File: config.mk
export PLATFORM = sky130hd
export DESIGN_NAME = xbee_api_rx_flat
export DESIGN_NICKNAME = d
export VERILOG_FILES = /design/src/rtl/xbee_pkg.sv /design/src/rtl/xbee_api_rx_if.sv /design/src/rtl/xbee_frame_buf.sv /design/src/rtl/xbee_api_rx.sv /design/src/flat_wrapper.sv
export SDC_FILE = /design/constraint.sdc
export NUM_CORES = 1
export LEC_CHECK = 0
export CAP_MARGIN = 25
export CORE_UTILIZATION = 35
export DETAILED_ROUTE_END_ITERATION = 8
export SETUP_SLACK_MARGIN = 0.1
export SKIP_LAST_GASP = 1
export SYNTH_ARGS = -nofsm -noshare
export SYNTH_HDL_FRONTEND = slang
export SYNTH_HIERARCHICAL = 1
export SYNTH_SLANG_ARGS = --single-unit
File: constraint.sdc
create_clock -name clk -period 4.32 [get_ports clk]
set_clock_uncertainty 0.15 [all_clocks]
set_input_delay 0.864 -clock clk [delete_from_list [all_inputs] [get_ports clk]]
set_output_delay 0.864 -clock clk [all_outputs]
set_load 0.01 [all_outputs]
File: src/rtl/xbee_pkg.sv
// xbee_pkg: shared types and constants for the XBee API-frame receiver.
package xbee_pkg;

  typedef enum logic [2:0] {
    ST_IDLE,
    ST_LEN_MSB,
    ST_LEN_LSB,
    ST_DATA,
    ST_CSUM,
    ST_DRAIN
  } state_e;

  localparam logic [7:0] API_DELIM = 8'h7E;
  localparam logic [7:0] API_ESC   = 8'h7D;
  localparam logic [7:0] API_XOR   = 8'h20;

  localparam logic [1:0] ERR_NONE = 2'b00;
  localparam logic [1:0] ERR_CSUM = 2'b01;
  localparam logic [1:0] ERR_LEN  = 2'b10;
  localparam logic [1:0] ERR_TMO  = 2'b11;

endpackage

File: src/rtl/xbee_api_rx_if.sv
// xbee_api_rx_if: UART byte input stream and payload output stream.
interface xbee_api_rx_if #(
  parameter int DATA_WIDTH = 8
);
  logic [DATA_WIDTH-1:0] rx_data;
  logic                  rx_valid;
  logic [DATA_WIDTH-1:0] pl_data;
  logic                  pl_valid;
  logic                  pl_ready;
  logic                  pl_last;

  modport master (output rx_data, rx_valid, pl_ready, input pl_data, pl_valid, pl_last);
  modport slave  (input rx_data, rx_valid, pl_ready, output pl_data, pl_valid, pl_last);
endinterface

File: src/rtl/xbee_frame_buf.sv
// xbee_frame_buf: store-and-forward payload buffer with write/read pointers and flush.
module xbee_frame_buf #(
  parameter int DATA_WIDTH  = 8,
  parameter int MAX_PAYLOAD = 32,
  parameter int PTR_W       = $clog2(MAX_PAYLOAD + 1)
) (
  input  logic                  clk,
  input  logic                  reset,
  input  logic                  flush_i,
  input  logic                  wr_en_i,
  input  logic [DATA_WIDTH-1:0] wr_data_i,
  input  logic                  rd_en_i,
  output logic [DATA_WIDTH-1:0] rd_data_o,
  output logic [PTR_W-1:0]      wr_ptr_o,
  output logic [PTR_W-1:0]      rd_ptr_o
);
  localparam int AW = (MAX_PAYLOAD > 1) ? $clog2(MAX_PAYLOAD) : 1;

  logic [DATA_WIDTH-1:0] mem_q [MAX_PAYLOAD];
  logic [PTR_W-1:0]      wr_ptr_q, wr_ptr_d;
  logic [PTR_W-1:0]      rd_ptr_q, rd_ptr_d;

  // Pointer update: flush wins over any write or read in the same cycle.
  always_comb begin
    wr_ptr_d = wr_ptr_q;
    rd_ptr_d = rd_ptr_q;
    if (flush_i) begin
      wr_ptr_d = '0;
      rd_ptr_d = '0;
    end else begin
      if (wr_en_i) wr_ptr_d = wr_ptr_q + PTR_W'(1);
      if (rd_en_i) rd_ptr_d = rd_ptr_q + PTR_W'(1);
    end
  end

  // Pointer registers.
  always_ff @(posedge clk or posedge reset) begin
    if (reset) begin
      wr_ptr_q <= '0;
      rd_ptr_q <= '0;
    end else begin
      wr_ptr_q <= wr_ptr_d;
      rd_ptr_q <= rd_ptr_d;
    end
  end

  // Storage array; contents are only observable through pointers, so no reset.
  always_ff @(posedge clk) begin
    if (wr_en_i && !flush_i) mem_q[wr_ptr_q[AW-1:0]] <= wr_data_i;
  end

  assign rd_data_o = mem_q[rd_ptr_q[AW-1:0]];
  assign wr_ptr_o  = wr_ptr_q;
  assign rd_ptr_o  = rd_ptr_q;
endmodule

File: src/rtl/xbee_api_rx.sv
// xbee_api_rx: XBee API frame receiver. Parses 7E/len/data/checksum frames,
// buffers the payload and forwards it only after the checksum passes.
// Optional feature: define XBEE_API_ESCAPE_EN for API mode 2 byte escaping.
module xbee_api_rx
  import xbee_pkg::*;
#(
  parameter int DATA_WIDTH     = 8,
  parameter int MAX_PAYLOAD    = 32,
  parameter int TIMEOUT_CYCLES = 1_000_000
) (
  input  logic         clk,
  input  logic         reset,
  xbee_api_rx_if.slave bus,
  output logic         frame_ok,
  output logic         frame_err,
  output logic [1:0]   err_code,
  output logic         overrun,
  output logic         busy
);
  localparam int PW = $clog2(MAX_PAYLOAD + 1);
  localparam int TW = $clog2(TIMEOUT_CYCLES + 1);
  localparam logic [TW-1:0]         TMO_LAST = TW'(TIMEOUT_CYCLES - 1);
  localparam logic [15:0]           MAX_LEN  = 16'(MAX_PAYLOAD);
  localparam logic [DATA_WIDTH-1:0] DELIM_W  = DATA_WIDTH'(API_DELIM);

  state_e          state_q, state_d;
  logic [7:0]      len_msb_q, len_msb_d;
  logic [PW-1:0]   len_q, len_d;
  logic [7:0]      sum_q, sum_d;
  logic [TW-1:0]   tmo_q, tmo_d;
  logic            ok_q, ok_d, err_q, err_d, ovr_q, ovr_d;
  logic [1:0]      code_q, code_d;

  logic                  in_frame, byte_v, delim_abort;
  logic [DATA_WIDTH-1:0] byte_w;
  logic [7:0]            byte8, csum;
  logic [15:0]           len_full;
  logic                  buf_flush, buf_wr, buf_rd;
  logic [DATA_WIDTH-1:0] buf_rd_data;
  logic [PW-1:0]         wr_ptr, rd_ptr;

  assign in_frame = (state_q inside {ST_LEN_MSB, ST_LEN_LSB, ST_DATA, ST_CSUM});
  assign byte8    = byte_w[7:0];

`ifdef XBEE_API_ESCAPE_EN
  localparam logic [DATA_WIDTH-1:0] ESC_W = DATA_WIDTH'(API_ESC);
  localparam logic [DATA_WIDTH-1:0] XOR_W = DATA_WIDTH'(API_XOR);
  logic esc_q, esc_d;

  // Escape-pending flag: set by 0x7D, consumed by the following byte.
  always_ff @(posedge clk or posedge reset) begin
    if (reset) esc_q <= 1'b0;
    else       esc_q <= esc_d;
  end

  // Strip escapes and spot a raw delimiter inside a frame.
  always_comb begin
    esc_d       = esc_q;
    byte_v      = 1'b0;
    byte_w      = bus.rx_data;
    delim_abort = 1'b0;
    if (!in_frame) begin
      esc_d = 1'b0;
    end else if (bus.rx_valid) begin
      if (bus.rx_data == DELIM_W) begin
        delim_abort = 1'b1;
        esc_d       = 1'b0;
      end else if (esc_q) begin
        byte_v = 1'b1;
        byte_w = bus.rx_data ^ XOR_W;
        esc_d  = 1'b0;
      end else if (bus.rx_data == ESC_W) begin
        esc_d = 1'b1;
      end else begin
        byte_v = 1'b1;
      end
    end
  end
`else
  // Raw byte path: every in-frame byte is data, 0x7E included.
  always_comb begin
    byte_v      = bus.rx_valid && in_frame;
    byte_w      = bus.rx_data;
    delim_abort = 1'b0;
  end
`endif

  // State register.
  always_ff @(posedge clk or posedge reset) begin
    if (reset) state_q <= ST_IDLE;
    else       state_q <= state_d;
  end

  // Next-state, buffer control and status-pulse decode.
  always_comb begin
    state_d   = state_q;
    len_msb_d = len_msb_q;
    len_d     = len_q;
    sum_d     = sum_q;
    ok_d      = 1'b0;
    err_d     = 1'b0;
    code_d    = ERR_NONE;
    ovr_d     = ovr_q;
    buf_flush = 1'b0;
    buf_wr    = 1'b0;
    buf_rd    = 1'b0;
    len_full  = {len_msb_q, byte8};
    csum      = sum_q + byte8;
    tmo_d     = (bus.rx_valid || !in_frame) ? '0 : tmo_q + TW'(1);

    unique case (state_q)
      ST_IDLE: begin
        if (bus.rx_valid && bus.rx_data == DELIM_W) begin
          state_d   = ST_LEN_MSB;
          sum_d     = '0;
          buf_flush = 1'b1;
        end
      end
      ST_LEN_MSB: begin
        if (byte_v) begin
          len_msb_d = byte8;
          state_d   = ST_LEN_LSB;
        end
      end
      ST_LEN_LSB: begin
        if (byte_v) begin
          if (len_full == 16'd0 || len_full > MAX_LEN) begin
            err_d   = 1'b1;
            code_d  = ERR_LEN;
            state_d = ST_IDLE;
          end else begin
            len_d   = PW'(len_full);
            state_d = ST_DATA;
          end
        end
      end
      ST_DATA: begin
        if (byte_v) begin
          buf_wr = 1'b1;
          sum_d  = sum_q + byte8;
          if (wr_ptr == len_q - PW'(1)) state_d = ST_CSUM;
        end
      end
      ST_CSUM: begin
        if (byte_v) begin
          if (csum == 8'hFF) begin
            ok_d    = 1'b1;
            state_d = ST_DRAIN;
          end else begin
            err_d     = 1'b1;
            code_d    = ERR_CSUM;
            state_d   = ST_IDLE;
            buf_flush = 1'b1;
          end
        end
      end
      ST_DRAIN: begin
        if (bus.rx_valid) ovr_d = 1'b1;
        if (bus.pl_ready) begin
          buf_rd = 1'b1;
          if (rd_ptr == len_q - PW'(1)) begin
            state_d   = ST_IDLE;
            buf_flush = 1'b1;
          end
        end
      end
      default: state_d = ST_IDLE;
    endcase

    // A raw delimiter restarts the frame; silence returns to IDLE.
    // An arriving byte always clears the counter, so it beats expiry.
    if (delim_abort) begin
      err_d     = 1'b1;
      code_d    = ERR_TMO;
      state_d   = ST_LEN_MSB;
      sum_d     = '0;
      buf_flush = 1'b1;
    end else if (in_frame && !bus.rx_valid && tmo_d == TMO_LAST) begin
      err_d     = 1'b1;
      code_d    = ERR_TMO;
      state_d   = ST_IDLE;
      buf_flush = 1'b1;
    end
  end

  // Frame registers, timeout counter and status pulses.
  always_ff @(posedge clk or posedge reset) begin
    if (reset) begin
      len_msb_q <= '0;
      len_q     <= '0;
      sum_q     <= '0;
      tmo_q     <= '0;
      ok_q      <= 1'b0;
      err_q     <= 1'b0;
      code_q    <= ERR_NONE;
      ovr_q     <= 1'b0;
    end else begin
      len_msb_q <= len_msb_d;
      len_q     <= len_d;
      sum_q     <= sum_d;
      tmo_q     <= tmo_d;
      ok_q      <= ok_d;
      err_q     <= err_d;
      code_q    <= code_d;
      ovr_q     <= ovr_d;
    end
  end

  xbee_frame_buf #(
    .DATA_WIDTH (DATA_WIDTH),
    .MAX_PAYLOAD(MAX_PAYLOAD),
    .PTR_W      (PW)
  ) u_buf (
    .clk      (clk),
    .reset    (reset),
    .flush_i  (buf_flush),
    .wr_en_i  (buf_wr),
    .wr_data_i(byte_w),
    .rd_en_i  (buf_rd),
    .rd_data_o(buf_rd_data),
    .wr_ptr_o (wr_ptr),
    .rd_ptr_o (rd_ptr)
  );

  assign bus.pl_valid = (state_q == ST_DRAIN);
  assign bus.pl_data  = bus.pl_valid ? buf_rd_data : '0;
  assign bus.pl_last  = bus.pl_valid && (rd_ptr == len_q - PW'(1));
  assign frame_ok     = ok_q;
  assign frame_err    = err_q;
  assign err_code     = code_q;
  assign overrun      = ovr_q;
  assign busy         = (state_q != ST_IDLE);
endmodule

File: src/flat_wrapper.sv
// flat-port wrapper written by rule: the top's interface ports become plain ports
module xbee_api_rx_flat import xbee_pkg::*;
#(
  parameter int DATA_WIDTH     = 8,
  parameter int MAX_PAYLOAD    = 32,
  parameter int TIMEOUT_CYCLES = 1_000_000
)
  (clk, reset, frame_ok, frame_err, err_code, overrun, busy, bus_rx_data, bus_rx_valid, bus_pl_ready, bus_pl_data, bus_pl_valid, bus_pl_last);
  xbee_api_rx_if #(.DATA_WIDTH(DATA_WIDTH)) bus_i ();
  input  logic clk;
  input  logic reset;
  output logic frame_ok;
  output logic frame_err;
  output logic [1:0] err_code;
  output logic overrun;
  output logic busy;
  input wire logic [$bits(bus_i.rx_data)-1:0] bus_rx_data;
  input wire logic [$bits(bus_i.rx_valid)-1:0] bus_rx_valid;
  input wire logic [$bits(bus_i.pl_ready)-1:0] bus_pl_ready;
  output wire logic [$bits(bus_i.pl_data)-1:0] bus_pl_data;
  output wire logic [$bits(bus_i.pl_valid)-1:0] bus_pl_valid;
  output wire logic [$bits(bus_i.pl_last)-1:0] bus_pl_last;
  assign bus_i.rx_data = bus_rx_data;
  assign bus_i.rx_valid = bus_rx_valid;
  assign bus_i.pl_ready = bus_pl_ready;
  assign bus_pl_data = bus_i.pl_data;
  assign bus_pl_valid = bus_i.pl_valid;
  assign bus_pl_last = bus_i.pl_last;
  xbee_api_rx #(.DATA_WIDTH(DATA_WIDTH), .MAX_PAYLOAD(MAX_PAYLOAD), .TIMEOUT_CYCLES(TIMEOUT_CYCLES)) u_core (.clk(clk), .reset(reset), .bus(bus_i), .frame_ok(frame_ok), .frame_err(frame_err), .err_code(err_code), .overrun(overrun), .busy(busy));
endmodule
==> impl_metrics.yaml, run 1 <==
power:
  switching_share_pct: 26.1
  p_leak_nw: 5.78
  p_comb_share_pct: 21.9
  p_switching_mw: 2.26
  p_int_mw: 6.41
  peakVddDrop_v: 0.000258
  p_per_area_nw_per_um2: 521
  p_total_mw: 8.67
  power.clock.fraction_pct: 37.4
  pwr-share-seq_pct: 40.7
clock_network:
  cts_sinks: 318
  ctsRootBufferMaster: "clkbuf_16"
  cts_tree: "done"
  clk_path_buf_depth: 3
  cts_buffers: 37
  hold_buffers: 0
  insertion_delay_ps: 520
  clk_pin_slew_ps: 60
  htreeDepth: 2
drt:
  drt-initial-drc-count: 697
  drtAntennaViolNets: 0
  first_pass_iters: 5
  viasPerCell: 5.13
  routed_wl_mm: 32.5
  drt-wirelength-per-cell_um: 21.8
  dr_total_vias: 7645
  drc: 0
floorplanning:
  dieWidth_um: 200
  io_pins: 28
  die_y_um: 200
  core_um2: 38600
  start_util_pct: 35.5
  die-area_um2: 40000
  rows: 72
worst_hold_path:
  min_path_type: "flop to flop"
  hold_depth: 1
  holdPathEnd: "u_core/overrun$_DFFE_PP0P_"
  min_from: "u_core/overrun$_DFFE_PP0P_"
synth:
  async_reset_ff_share_pct: 19.5
  ys_warn_count: 6
  yosysUniqueCellTypes: 60
  synth_top_family_by_area: "multiplexers"
  synth_mux_area_share_pct: 15.1
  ys_seq_elements: 318
  synthFlopType: "edfxtp_1"
  synth_nets: 840
  synth.avg_cell_area_um2: 16.9
  synth-compound-area-share_pct: 3.54
  synth-xor-area-share_pct: 2.66
  synthSimpleGateAreaFrac_pct: 8.24
  synth_edf_count: 256
  synth_fa_ha_area_share_pct: 1.42
  netlist_area_um2: 13700
  yosysSeqAreaShare_pct: 67.3
  synth_cells: 813
timing:
  fin_crit_sh_pct: 96.3
  worst_pin_slew_ps: 682
  maxSlewViolCount: 0
  fmax_mhz: 240
  maxSlewHeadroom_pct: 54.5
  rsz0062_at_grt: "yes"
  hold_viol: 0
  min_period_ps: 4160
  setup_viol: 0
grt:
  grt_max_degree: 69
  grt_pass1_vias: 7913
  grt_use_total_pct: 17.2
  grt_pass1_wl_mm: 50.1
  antenna_found_initial: 5
  gr-total-overflow: 0
worst_setup_path:
  reg2reg_depth: 13
  worstPathArrival_ps: 3140
  crit_required_ps: 3310
  setup.worst_path.start_class: "flop"
  critPathKind: "flop to primary output"
  end_kind: "primary output"
  worstReg2RegEnd: "u_core/u_buf/mem_q[19][4]$_DFFE_PP_"
  r2r-start: "u_core/sum_q[0]$_DFFE_PP0P_"
  r2r_setup_slack_ps: 750
  cp_max_fo: 7
flow_run:
  cap_viol_max_count: 0
final_layout:
  regArea_um2: 9240
  fillers: 3390
  multi_input_area_um2: 4260
  area_growth_pct: 21.4
  layout.cells.non_filler: 1491
  drive_gt1_share_pct: 28.9
  nets: 969
  layout.cells.most_common_list: "edfxtp_1 (256), buf_4 (91), mux4_2 (80), nor2_1 (62), dfrtp_1 (60)"
  mostFrequentLayoutCell: "edfxtp_1"
placement:
  hpwl_mm: 21.1
  numPortBuffers: 27
  dp_cells: 1412
  gp_congestion: 0.818
status:
  run_status: "finished, final reports clean"
==> synth_stat cells (3+ instances only) <==
cell type,instances,area share (%)
nand3b_1,5,0.27
xnor3_1,3,0.49
xor2_1,17,1.1
buf_2,6,0.22
nor3b_1,6,0.33
nand3_1,13,0.47
mux4_2,80,13
buf_6,4,0.33
a21o_1,3,0.16
nor3_1,9,0.33
clkbuf_1,22,0.60
xnor2_1,17,1.1
nor2_1,65,1.8
mux2i_1,4,0.29
or2_2,5,0.23
nand2b_1,3,0.14
or4_1,5,0.27
ha_1,14,1.3
a211o_1,3,0.19
inv_1,15,0.41
a211oi_1,5,0.27
o21ai_0,18,0.66
mux2_2,20,1.6
nand2_1,42,1.1
nand4_1,9,0.41
a21oi_1,11,0.40
edfxtp_1,256,56
buf_1,4,0.11
dfrtp_1,62,11
and2_1,3,0.14
and3_1,12,0.55
o22ai_1,7,0.32
nor2b_1,11,0.50
nor4_1,6,0.27
or3_1,11,0.50
or3b_2,3,0.19
and4_1,3,0.19
==> layout make-up <==
class / instances / share of cell area (%)
sequential: 318 / 55.5
multi-input combinational: 443 / 25.6
timing repair buffer: 127 / 6.91
clock buffer: 43 / 5.88
tap: 518 / 3.89
clock inverter: 25 / 1.82
inverter: 15 / 0.338
antenna: 2 / 0.0301
==> routing by layer <==
layer,track usage [%],routed length (um),vias up
li1,-,-,3481
met1,23.2,14300,3907
met2,28.1,15900,198
met3,2.91,1350,57
met4,6.08,935,2
met5,0,11,-
==> timing repair <==
action	4_1_cts	5_1_grt
gates cloned	2	1
resized for setup	10	11
pin swaps	0	1
setup buffers	5	0
endpoints found under the hold margin	0	0
endpoints found under the setup margin	22	264
==> worst max-delay path, stage by stage, from the launching register on <==
cell and delay, ps:
dfrtp_4 480, buf_4 180, buf_12 140, clkbuf_16 160, mux4_2 440, mux4_2 460, mux2_2 270, and3_1 190
dlygate4sd2_1 290
==> kinds of logic (layout without fill, tap and decap cells) <==
logic type      after synthesis  after routing
flops                       318            318
simple gates                217            217
mux                         104            104
compound gates               70             70
buf+inv                      52            210
xor+xnor                     37             37
fa+ha+maj                    15             15
other cells                   0              2
==> power groups by stage <==
| stage | logic, mW | registers (mW) | clock network, mW |
|---|---|---|---|
| after floorplan | 1.16 | 3.56 | 0 |
| after global placement | 1.75 | 3.61 | 0 |
| after global routing | 2.07 | 3.54 | 3.45 |
| after detailed placement | 1.76 | 3.62 | 0 |
| final | 1.90 | 3.53 | 3.25 |
| after CTS | 1.89 | 3.53 | 3.31 |
==> per-stage QoR <==
step	hold WS, ps	setup WS, ps	util, %	setup TNS, ps	cell area [um^2]
2_1_floorplan	322	215	-	0	13700
3_3_place_gp	319	-433	39.3	-90280	15200
3_5_place_dp	325	-478	39.3	-102000	15200
4_1_cts	338	-69.8	42.9	-69.8	16600
5_1_grt	351	95.2	43.1	0	16600
6_report	329	162	43.1	0	16700
==> how the worst max path moves through the flow <==
stage | end | cells past startpoint | from
after floorplan | u_core/u_buf/mem_q[13][0]$_DFFE_PP_ | 11 | bus_rx_data[0]
after global placement | u_core/u_buf/mem_q[25][7]$_DFFE_PP_ | 14 | bus_rx_data[0]
after detailed placement | u_core/u_buf/mem_q[19][1]$_DFFE_PP_ | 14 | bus_rx_data[0]
after CTS | bus_pl_data[2] | 8 | u_core/u_buf/rd_ptr_o[0]$_DFFE_PP0P_
after global routing | bus_pl_data[0] | 8 | u_core/u_buf/rd_ptr_o[0]$_DFFE_PP0P_
final | bus_pl_data[6] | 8 | u_core/u_buf/rd_ptr_o[0]$_DFFE_PP0P_
==> flip-flops by register name (all words and copies together), names as in the netlist <==
signal / count
u_core/u_buf/mem_q: 256
u_core/tmo_q: 20
u_core/len_msb_q: 8
u_core/sum_q: 8
u_core/len_q: 6
u_core/u_buf/rd_ptr_o: 6
u_core/u_buf/wr_ptr_o: 6
u_core/state_q: 3
u_core/err_code: 2
u_core/frame_err: 1
u_core/frame_ok: 1
u_core/overrun: 1
No activity file was read; power rests on OpenSTA's default activity.
==> run 2: changes to the inputs <==
--- a/config.mk
+++ b/config.mk
@@ -8,9 +8,11 @@
 export CAP_MARGIN = 25
 export CORE_UTILIZATION = 35
 export DETAILED_ROUTE_END_ITERATION = 8
+export PLACE_DENSITY = 0.49
 export SETUP_SLACK_MARGIN = 0.1
 export SKIP_LAST_GASP = 1
 export SYNTH_ARGS = -nofsm -noshare
 export SYNTH_HDL_FRONTEND = slang
 export SYNTH_HIERARCHICAL = 1
 export SYNTH_SLANG_ARGS = --single-unit
+export TNS_END_PERCENT = 50
==> run 2 against run 1 <==
  * Critical path depth up 7
  * Fmax rose by 3.9%
  * Clock power decreased by 10%
  * Wire length up 5.1%
  * Worst hold slack worse by 17 ps
  * Critical path type is now input pin to flop
  * Largest power group unchanged
==> impl_metrics.yaml, run 2 (synthesized netlist as in run 1, its figures left out) <==
drt:
  drt-initial-drc-count: 503
  first_pass_iters: 5
  viasPerCell: 5.08
  drtAntennaViolNets: 0
  drt-wirelength-per-cell_um: 23.0
  dr_total_vias: 7552
  drc: 0
  routed_wl_mm: 34.2
timing:
  fin_crit_sh_pct: 92.7
  min_period_ps: 4000
  rsz0062_at_grt: "no"
  fmax_mhz: 250
  setup_viol: 0
  setup-tns-final_ps: 0
  hold_viol: 0
  worst_pin_slew_ps: 863
  maxSlewViolCount: 0
  maxSlewHeadroom_pct: 42.4
worst_hold_path:
  hold_depth: 1
  holdPathEnd: "u_core/overrun$_DFFE_PP0P_"
  min_from: "u_core/overrun$_DFFE_PP0P_"
  min_path_type: "flop to flop"
clock_network:
  cts_tree: "done"
  clk_path_buf_depth: 3
  htreeDepth: 2
  insertion_delay_ps: 510
  cts_buffers: 35
  clk_pin_slew_ps: 60
  cts_sinks: 318
  ctsRootBufferMaster: "clkbuf_16"
power:
  p_int_mw: 6.12
  p_per_area_nw_per_um2: 502
  p_comb_share_pct: 22.4
  p_switching_mw: 2.18
  peakVddDrop_v: 0.000236
  power.clock.fraction_pct: 35.1
  pwr-share-seq_pct: 42.6
  p_total_mw: 8.30
  p_leak_nw: 5.82
  switching_share_pct: 26.3
worst_setup_path:
  setup.worst_path.start_class: "input pin"
  cp_max_fo: 8
  worstReg2RegEnd: "u_core/u_buf/mem_q[31][6]$_DFFE_PP_"
  worstPathArrival_ps: 4060
  cp_common_cell: "buf_4"
  max_stage_delay_ps: 470
  reg2reg_depth: 14
  critPathKind: "input pin to flop"
  end_kind: "flop"
  crit_required_ps: 4370
  r2r-start: "u_core/sum_q[0]$_DFFE_PP0P_"
  r2r_setup_slack_ps: 800
  slowest_stage: "clkdlybuf4s50_1"
  crit_chain: "clkdlybuf4s50_1 -> ha_2 -> fa_2 -> a21oi_2 -> o21ai_0 -> a2111o_1 -> a2111o_1 -> nand2_1 -> nand3_1 -> nor2b_1 -> buf_4 -> nand2_1 -> buf_4 -> nor2_1 -> buf_4"
final_layout:
  largest_reg_flops: 256
  area_growth_pct: 20.6
  mostFrequentLayoutCell: "edfxtp_1"
  nets: 970
  layout.cells.most_common_list: "edfxtp_1 (256), buf_4 (90), mux4_2 (80), nor2_1 (65), dfrtp_1 (60)"
  diodes: 0
  drive_gt1_share_pct: 28.2
placement:
  gp_congestion: 0.771
  hpwl_mm: 22.1
  numPortBuffers: 27
floorplanning:
  core_um2: 38600
  die-area_um2: 40000
  start_util_pct: 35.5
  io_pins: 28
  die_y_um: 200
  rows: 72
  dieWidth_um: 200
flow_run:
  cap_viol_max_count: 0
grt:
  grt_pass1_vias: 7749
  grt_max_degree: 40
  grt_use_total_pct: 17.5
  gr-total-overflow: 0
  antenna_found_initial: 2
  grt_pass1_wl_mm: 50.3
status:
  run_status: "finished, final reports clean"
run 2: per-layer routing:
metal  wire length, um  vias up  GRT usage, %
li1                  -     3487             -
met2             16300      146          28.2
met3              1400       53          2.77
met1             15800     3862          24.7
met4               669        4          4.16
met5                30        -             0
run 2: metrics by stage:
stage	hold WS (ps)	cell area, um^2	worst slack, ps	util (%)	std cells
2_1_floorplan	322	13700	215	-	813
3_3_place_gp	310	15200	-364	39.4	1411
3_5_place_dp	298	15200	-385	39.4	1411
4_1_cts	317	16400	-47.1	42.4	1479
5_1_grt	353	16600	126	42.8	1488
6_report	313	16600	317	42.8	1488
run 2: worst max-delay path by stage:
| stage | startpoint | endpoint | cells past startpoint |
|---|---|---|---|
| after global routing | bus_rx_data[0] | u_core/u_buf/mem_q[31][0]$_DFFE_PP_ | 15 |
| after CTS | u_core/u_buf/rd_ptr_o[0]$_DFFE_PP0P_ | bus_pl_data[0] | 6 |
| after floorplan | bus_rx_data[0] | u_core/u_buf/mem_q[13][0]$_DFFE_PP_ | 11 |
| after detailed placement | bus_rx_data[0] | u_core/u_buf/mem_q[10][6]$_DFFE_PP_ | 15 |
| final | bus_rx_data[0] | u_core/u_buf/mem_q[31][6]$_DFFE_PP_ | 15 |
| after global placement | bus_rx_data[0] | u_core/u_buf/mem_q[10][1]$_DFFE_PP_ | 15 |
run 2: cell type report:
cell class,count,area [um^2]
Fill cell,3459,22100
Sequential cell,318,9240
Multi-Input combinational cell,443,4250
Timing Repair Buffer,130,1220
Clock buffer,44,931
Tap cell,518,648
Clock inverter,20,196
Inverter,15,56.3
run 2: critical path, delay by kind of cell:
kind / cells / cell delay [ps]
compound gates: 4 / 1080
fa+ha+maj: 2 / 590
simple gates: 5 / 550
buf+inv: 4 / 960
run 2: timing repair:
item | CTS | global route
resized for setup | 0 | 13
gates cloned | 0 | 3
buffers inserted | 4 | 6
endpoints found under the hold margin | 0 | 0
hold buffers | 0 | 0
endpoints found under the setup margin | 8 | 255
run 2: power groups by stage:
stage	registers [mW]	clock network (mW)	logic (mW)
floorplan	3.56	0	1.16
global placement	3.62	0	1.74
detailed placement	3.62	0	1.74
CTS	3.54	2.99	1.78
global route	3.55	3.11	2.02
finish	3.53	2.91	1.86
